--- config.mk ---
export PLATFORM = sky130hd
export DESIGN_NAME = led_sequencer_flat
export DESIGN_NICKNAME = d
export VERILOG_FILES = /design/src/rtl/led_seq_pkg.sv /design/src/rtl/led_sequencer_if.sv /design/src/rtl/tick_prescaler.sv /design/src/rtl/led_sequencer.sv /design/src/flat_wrapper.sv
export SDC_FILE = /design/constraint.sdc
export NUM_CORES = 1
export LEC_CHECK = 0
export CORE_ASPECT_RATIO = 0.75
export CORE_MARGIN = 10
export CORE_UTILIZATION = 36
export CTS_CLUSTER_DIAMETER = 40
export CTS_CLUSTER_SIZE = 20
export DETAILED_ROUTE_END_ITERATION = 6
export GPL_TIMING_DRIVEN = 0
export SYNTH_ARGS = -nofsm -noshare
export SYNTH_HDL_FRONTEND = slang
export SYNTH_HIERARCHICAL = 1
export SYNTH_SLANG_ARGS = --single-unit
--- constraint.sdc ---
create_clock -name CLOCK_50 -period 6.3 [get_ports CLOCK_50]
set_clock_uncertainty 0.2 [all_clocks]
set_input_delay 1.26 -clock CLOCK_50 [delete_from_list [all_inputs] [get_ports CLOCK_50]]
set_output_delay 1.26 -clock CLOCK_50 [all_outputs]
set_load 0.02 [all_outputs]
--- src/rtl/led_seq_pkg.sv ---
// Shared encodings and LED pattern generator for the LED sequencer.
package led_seq_pkg;

    typedef enum logic [1:0] {
        MODE_OFF   = 2'd0,
        MODE_ALT   = 2'd1,
        MODE_BOTH  = 2'd2,
        MODE_CHASE = 2'd3
    } mode_e;

    typedef enum logic [1:0] {
        S_IDLE  = 2'd0,
        S_RUN   = 2'd1,
        S_PAUSE = 2'd2
    } state_e;

    localparam int unsigned MAX_LED = 32;

    // Bits at or above n_led are always zero so callers can simply truncate.
    function automatic logic [MAX_LED-1:0] pattern(input mode_e mode,
                                                   input int unsigned phase,
                                                   input int unsigned n_led);
        logic [MAX_LED-1:0] p;
        p = '0;
        for (int unsigned i = 0; i < MAX_LED; i++) begin
            if (i < n_led) begin
                case (mode)
                    MODE_ALT:   p[i] = ((i % 2) == (phase % 2));
                    MODE_BOTH:  p[i] = ((phase % 2) == 0);
                    MODE_CHASE: p[i] = (i == phase);
                    default:    p[i] = 1'b0;
                endcase
            end
        end
        return p;
    endfunction

endpackage

--- src/rtl/led_sequencer_if.sv ---
// Configuration handshake bundle between a control source and the LED sequencer.
interface led_sequencer_if;
    import led_seq_pkg::*;

    logic       CFG_VALID;
    logic       CFG_READY;
    mode_e      CFG_MODE;
    logic [2:0] CFG_DIV;

    modport master (output CFG_VALID, output CFG_MODE, output CFG_DIV, input CFG_READY);
    modport slave  (input CFG_VALID, input CFG_MODE, input CFG_DIV, output CFG_READY);

endinterface

--- src/rtl/tick_prescaler.sv ---
// Free-running 0..BASE_TICKS-1 counter with enable and clear; tick marks the terminal count.
module tick_prescaler #(
    parameter int unsigned BASE_TICKS = 50_000_000
) (
    input  logic clk,
    input  logic rst_n,
    input  logic en,
    input  logic clr,
    output logic tick
);

    localparam int unsigned CNT_W = (BASE_TICKS > 1) ? $clog2(BASE_TICKS) : 1;
    localparam logic [CNT_W-1:0] TC = CNT_W'(BASE_TICKS - 1);

    logic [CNT_W-1:0] cnt_q, cnt_d;

    assign tick = en && (cnt_q == TC);

    always_comb begin
        cnt_d = cnt_q;
        if (clr) begin
            cnt_d = '0;
        end else if (en) begin
            cnt_d = (cnt_q == TC) ? '0 : cnt_q + CNT_W'(1);
        end
    end

    always_ff @(posedge clk) begin
        if (!rst_n) begin
            cnt_q <= '0;
        end else begin
            cnt_q <= cnt_d;
        end
    end

endmodule

--- src/rtl/led_sequencer.sv ---
// Steps the board LEDs through a selected pattern; new configuration is taken
// immediately when idle/paused and deferred to the next step boundary while running.
module led_sequencer
    import led_seq_pkg::*;
#(
    parameter int unsigned BASE_TICKS = 50_000_000,
    parameter int unsigned N_LED      = 2
) (
    input  logic             CLOCK_50,
    input  logic             RESET_N,
    led_sequencer_if.slave   cfg,
    input  logic             ENABLE,
    output logic [N_LED-1:0] LED,
    output logic             STEP
);

    localparam int unsigned PHASE_W = $clog2(N_LED);

    state_e             state_q, state_d;
    mode_e              mode_q, mode_d, pmode_q, pmode_d;
    logic [2:0]         div_q, div_d, divcnt_q, divcnt_d, pdiv_q, pdiv_d;
    logic [PHASE_W-1:0] phase_q, phase_d;
    logic               pend_q, pend_d;
    logic [N_LED-1:0]   led_q, led_d, pat_next;
    logic               step_q, step_d;
    logic               upd, xfer, boundary, pre_en, pre_clr, pre_tick;

    tick_prescaler #(.BASE_TICKS(BASE_TICKS)) u_pre (
        .clk   (CLOCK_50),
        .rst_n (RESET_N),
        .en    (pre_en),
        .clr   (pre_clr),
        .tick  (pre_tick)
    );

    assign pre_en        = (state_q == S_RUN);
    assign cfg.CFG_READY = (state_q == S_RUN) ? !pend_q : 1'b1;
    assign xfer          = cfg.CFG_VALID && cfg.CFG_READY;
    assign boundary      = pre_tick && (divcnt_q == div_q);

    always_comb begin
        state_d  = state_q;
        mode_d   = mode_q;
        div_d    = div_q;
        divcnt_d = divcnt_q;
        phase_d  = phase_q;
        pend_d   = pend_q;
        pmode_d  = pmode_q;
        pdiv_d   = pdiv_q;
        step_d   = 1'b0;
        upd      = 1'b0;
        pre_clr  = 1'b0;
        case (state_q)
            S_IDLE, S_PAUSE: begin
                if (xfer) begin
                    mode_d   = cfg.CFG_MODE;
                    div_d    = cfg.CFG_DIV;
                    phase_d  = '0;
                    divcnt_d = '0;
                    pend_d   = 1'b0;
                    pre_clr  = 1'b1;
                    upd      = 1'b1;
                    if (cfg.CFG_MODE == MODE_OFF) state_d = S_IDLE;
                    else if (state_q == S_IDLE)   state_d = S_RUN;
                end else if (state_q == S_PAUSE && ENABLE) begin
                    state_d = S_RUN;
                end
            end
            S_RUN: begin
                if (boundary) begin
                    step_d   = 1'b1;
                    upd      = 1'b1;
                    divcnt_d = '0;
                    if (pend_q) begin
                        // A deferred config replaces the phase advance at this boundary.
                        mode_d  = pmode_q;
                        div_d   = pdiv_q;
                        phase_d = '0;
                        pend_d  = 1'b0;
                        pre_clr = 1'b1;
                    end else if (mode_q == MODE_CHASE) begin
                        phase_d = (phase_q == PHASE_W'(N_LED - 1)) ? '0 : phase_q + PHASE_W'(1);
                    end else begin
                        phase_d    = '0;
                        phase_d[0] = ~phase_q[0];
                    end
                end else if (pre_tick) begin
                    divcnt_d = divcnt_q + 3'd1;
                end
                if (xfer) begin
                    pend_d  = 1'b1;
                    pmode_d = cfg.CFG_MODE;
                    pdiv_d  = cfg.CFG_DIV;
                end
                if (mode_d == MODE_OFF) state_d = S_IDLE;
                else if (!ENABLE)       state_d = S_PAUSE;
            end
            default: state_d = S_IDLE;
        endcase
    end

    assign pat_next = N_LED'(pattern(mode_d, 32'(phase_d), N_LED));
    assign led_d    = upd ? pat_next : led_q;

    always_ff @(posedge CLOCK_50) begin
        if (!RESET_N) begin
            state_q  <= S_IDLE;
            mode_q   <= MODE_OFF;
            div_q    <= '0;
            divcnt_q <= '0;
            phase_q  <= '0;
            pend_q   <= 1'b0;
            led_q    <= '0;
            step_q   <= 1'b0;
        end else begin
            state_q  <= state_d;
            mode_q   <= mode_d;
            div_q    <= div_d;
            divcnt_q <= divcnt_d;
            phase_q  <= phase_d;
            pend_q   <= pend_d;
            led_q    <= led_d;
            step_q   <= step_d;
        end
    end

    // Pending payload is only meaningful while pend_q is set.
    always_ff @(posedge CLOCK_50) begin
        pmode_q <= pmode_d;
        pdiv_q  <= pdiv_d;
    end

    assign LED  = led_q;
    assign STEP = step_q;

endmodule

--- src/flat_wrapper.sv ---
// flat-port wrapper written by rule: the top's interface ports become plain ports
module led_sequencer_flat import led_seq_pkg::*;
#(
    parameter int unsigned BASE_TICKS = 50_000_000,
    parameter int unsigned N_LED      = 2
)
  (CLOCK_50, RESET_N, ENABLE, LED, STEP, cfg_CFG_VALID, cfg_CFG_MODE, cfg_CFG_DIV, cfg_CFG_READY);
  led_sequencer_if cfg_i ();
  input  logic CLOCK_50;
  input  logic RESET_N;
  input  logic ENABLE;
  output logic [N_LED-1:0] LED;
  output logic STEP;
  input wire logic [$bits(cfg_i.CFG_VALID)-1:0] cfg_CFG_VALID;
  input wire logic [$bits(cfg_i.CFG_MODE)-1:0] cfg_CFG_MODE;
  input wire logic [$bits(cfg_i.CFG_DIV)-1:0] cfg_CFG_DIV;
  output wire logic [$bits(cfg_i.CFG_READY)-1:0] cfg_CFG_READY;
  assign cfg_i.CFG_VALID = cfg_CFG_VALID;
  assign cfg_i.CFG_MODE = cfg_CFG_MODE;
  assign cfg_i.CFG_DIV = cfg_CFG_DIV;
  assign cfg_CFG_READY = cfg_i.CFG_READY;
  led_sequencer #(.BASE_TICKS(BASE_TICKS), .N_LED(N_LED)) u_core (.CLOCK_50(CLOCK_50), .RESET_N(RESET_N), .cfg(cfg_i), .ENABLE(ENABLE), .LED(LED), .STEP(STEP));
endmodule
==> impl_metrics.csv <==
group,metric,value,unit
outcome,status,"finished, final reports clean",
finish,area_growth_syn_to_layout,12.7,%
global_route,grt_util_all_layers,9.91,%
worst_hold_path,min-delay-path-class,"reg2reg",
worst_hold_path,holdPathStages,2,
placed_design,place_ws,1620,ps
floorplanning,dieArea,9940,µm²
sta,setup_viol,0,
detailed_routing,drc_errors,0,
placed_design,portBuffers,11,
synth,synth.distinct_cells,45,
floorplanning,ios,13,
cts,clock_sinks,46,
setup_path,ff2ff_setup_slack,1550,ps
global_route,grt_pass1_wl,8.02,mm
sta,fin_crit,4750,ps
pwr,power_density,209,nW/µm²
detailed_routing,vias,1803,
setup_path,crit_path_max_fanout,15,
cts,cts_hold_buffers,0,
sta,final_max_slew_viol_count,0,
pwr,power_frac_seq,57.5,%
pwr,cellInternalPower,0.402,mW
sta,fmaxAchievable,211,MHz
sta,finalSetupTns,0,ps
sta,worstMarginPinSlew,756,ps
finish,drive_above_1_share,8.92,%
cts,ctsLongestPathBuffers,2,
cts,cts_buffers,5,
cts,htreeDepth,2,
floorplanning,die_w,112,µm
cts,cts_resized,0,
synth,ys_seq_elements,46,
finish,multi_input_area,1230,µm²
detailed_routing,routed_wl,4.65,mm
synth,syn_avg_cell_area,9.10,µm²
global_route,grt_pass1_vias,1601,
synth,yosysWarnings,6,
floorplanning,die_h,88.9,µm
sta,max_slew_margin,49.1,%
setup_path,cp.arrival,4780,ps
placed_design,dp_hpwl,3.44,mm
synth,synth_cells,250,
setup_path,setup.worst_path.class,"reg2reg",
setup_path,required,6330,ps
setup_path,cp-end-kind,"flop",
synth,synth-edff-count,5,
cts,cts_tree,"yes",
pwr,p_leak,0.901,nW
synth,yosysSeqAreaShare,42.7,%
global_route,overflow,0,
finish,antennaDiodeCount,0,
sta,fin_ws,1550,ps
finish,final_cell_mix,"dfxtp_1, nor2_1, nand2_1",
sta,rsz0062_at_grt,"no",
pwr,p_clk_share,32.2,%
pwr,p_comb_share,10.2,%
floorplanning,core-area,5980,µm²
detailed_routing,routedWlPerCell,13.4,µm
finish,utilization,42.9,%
pwr,vdd_drop_max,0.0799,mV
finish,final_common_cell,"dfxtp_1",
finish,regArea,971,µm²
flow_run,max_cap_violations,0,
placed_design,place.gp.congestion,0.793,
detailed_routing,via_per_inst,5.20,
floorplanning,rows,24,
detailed_routing,first_pass_iters,4,
setup_path,crit_path_start_kind,"flop",
pwr,p_sw,0.133,mW
finish,fin_nets,284,
cts,cts_root_buffer,"clkbuf_8",
floorplanning,start_util,38.1,%
cts,clk_latency,300,ps
global_route,antenna_found_initial,0,
sta,hold_viol,0,
synth,synthArstFlopShare,0,%
sta,post-route-period-util,75.4,%
detailed_routing,ant_nets,0,
cts,clk_pin_slew_worst_paths,80,ps
synth,syn_nets,266,
placed_design,place_inst,339,
finish,fillCellCount,580,
finish,final_cells,347,
pwr,swShare,24.8,%
global_route,grt_max_degree,16,
pwr,finalPower,0.535,mW
synth,yosys_most_used_dff,"dfxtp_1",
cts,post-cts-setup-buffers,0,
synth,netlist_area,2280,µm²
setup_path,rr_worst_depth,15,
detailed_routing,drtIter0Drc,103,
==> through the flow <==
stage / hold WS [ps] / area, µm²
floorplan: 252 / 2280
global placement: 241 / 2480
detailed placement: 245 / 2480
CTS: 257 / 2560
global route: 272 / 2560
finish: 251 / 2560
==> Yosys cell counts (5+ instances only) <==
cell | number | area share [%]
dfxtp_1 | 41 | 36
nor2_1 | 29 | 4.8
nand2_1 | 19 | 3.1
a21oi_1 | 18 | 4.0
nand4_1 | 10 | 2.7
xor2_1 | 10 | 3.8
mux2i_1 | 9 | 4.0
o21ai_0 | 9 | 2.0
ha_1 | 7 | 3.8
nand3_1 | 7 | 1.5
o31ai_1 | 7 | 2.3
or4_1 | 7 | 2.3
inv_1 | 6 | 0.99
or3_1 | 6 | 1.6
xnor2_1 | 6 | 2.3
edfxtp_1 | 5 | 6.6
nor3_1 | 5 | 1.1
==> sequential cells by signal, summed over array words and instances, names as in the netlist <==
| register | cells |
|---|---|
| u_core/divcnt_q | 3 |
| u_core/state_q | 2 |
| u_core/pdiv_q | 3 |
| u_core/phase_q | 1 |
| u_core/STEP | 1 |
| u_core/u_pre/cnt_q | 26 |
| u_core/div_q | 3 |
| u_core/LED | 2 |
| u_core/mode_q | 2 |
| u_core/pmode_q | 2 |
| u_core/pend_q | 1 |
==> worst max-delay path, cell delays in order (launching register included) <==
cell	delay, ps
dfxtp_1	310
buf_2	190
nor2b_1	220
buf_2	340
and3_1	300
nand4_1	150
nor3_1	430
nand2_1	120
nor4_1	460
mux2i_1	230
a311oi_1	640
inv_1	150
ha_1	300
nor2b_1	120
or4_1	390
a21oi_1	140
==> final cells by class <==
| class | count | area share [%] |
|---|---|---|
| plain buffers | 8 | 2.05 |
| clock buffers | 6 | 2.83 |
| clock inverters | 2 | 0.341 |
| inverters | 6 | 0.878 |
| multi-input cells | 190 | 48.0 |
| flip-flops and latches | 46 | 37.9 |
| well taps | 78 | 3.80 |
| repair buffers | 11 | 4.29 |
==> path summary, 6_finish.rpt <==
| path | to | from |
|---|---|---|
| worst max-delay path | u_core/LED[0]$_SDFFE_PN0P_ | u_core/state_q[0]$_SDFFE_PN0P_ |
| worst min-delay path | u_core/LED[0]$_SDFFE_PN0P_ | u_core/LED[0]$_SDFFE_PN0P_ |
| worst max register to register | u_core/LED[0]$_SDFFE_PN0P_ | u_core/state_q[0]$_SDFFE_PN0P_ |
| worst min register to register | u_core/LED[0]$_SDFFE_PN0P_ | u_core/LED[0]$_SDFFE_PN0P_ |
==> power groups by stage <==
stage | combinational (mW) | clock [mW] | sequential [mW]
after CTS | 0.0555 | 0.180 | 0.308
final | 0.0549 | 0.173 | 0.308
after detailed placement | 0.0554 | 0 | 0.315
after floorplan | 0.0367 | 0 | 0.315
after global routing | 0.0636 | 0.192 | 0.309
after global placement | 0.0550 | 0 | 0.315
==> routing by layer <==
metal	vias to the layer above	track usage, %	routed length [µm]
met5	-	0	0
met4	0	2.79	31
met3	4	3.38	171
met2	25	12.7	1750
met1	829	14.8	2700
li1	945	-	-
==> logic make-up (layout without fill, tap and decap cells) <==
| family | Yosys count | in the layout | share of synthesized area (%) |
|---|---|---|---|
| buffers and inverters | 14 | 33 | 3.30 |
| xor gates and xnor gates | 16 | 16 | 6.16 |
| adders and majority gates | 7 | 7 | 3.85 |
| DFF | 46 | 46 | 42.7 |
| AOI/OAI and AO/OA | 46 | 46 | 12.5 |
| muxes | 9 | 9 | 3.96 |
| and+or+nand+nor | 112 | 112 | 27.6 |
(Power assumes the default switching activity.)
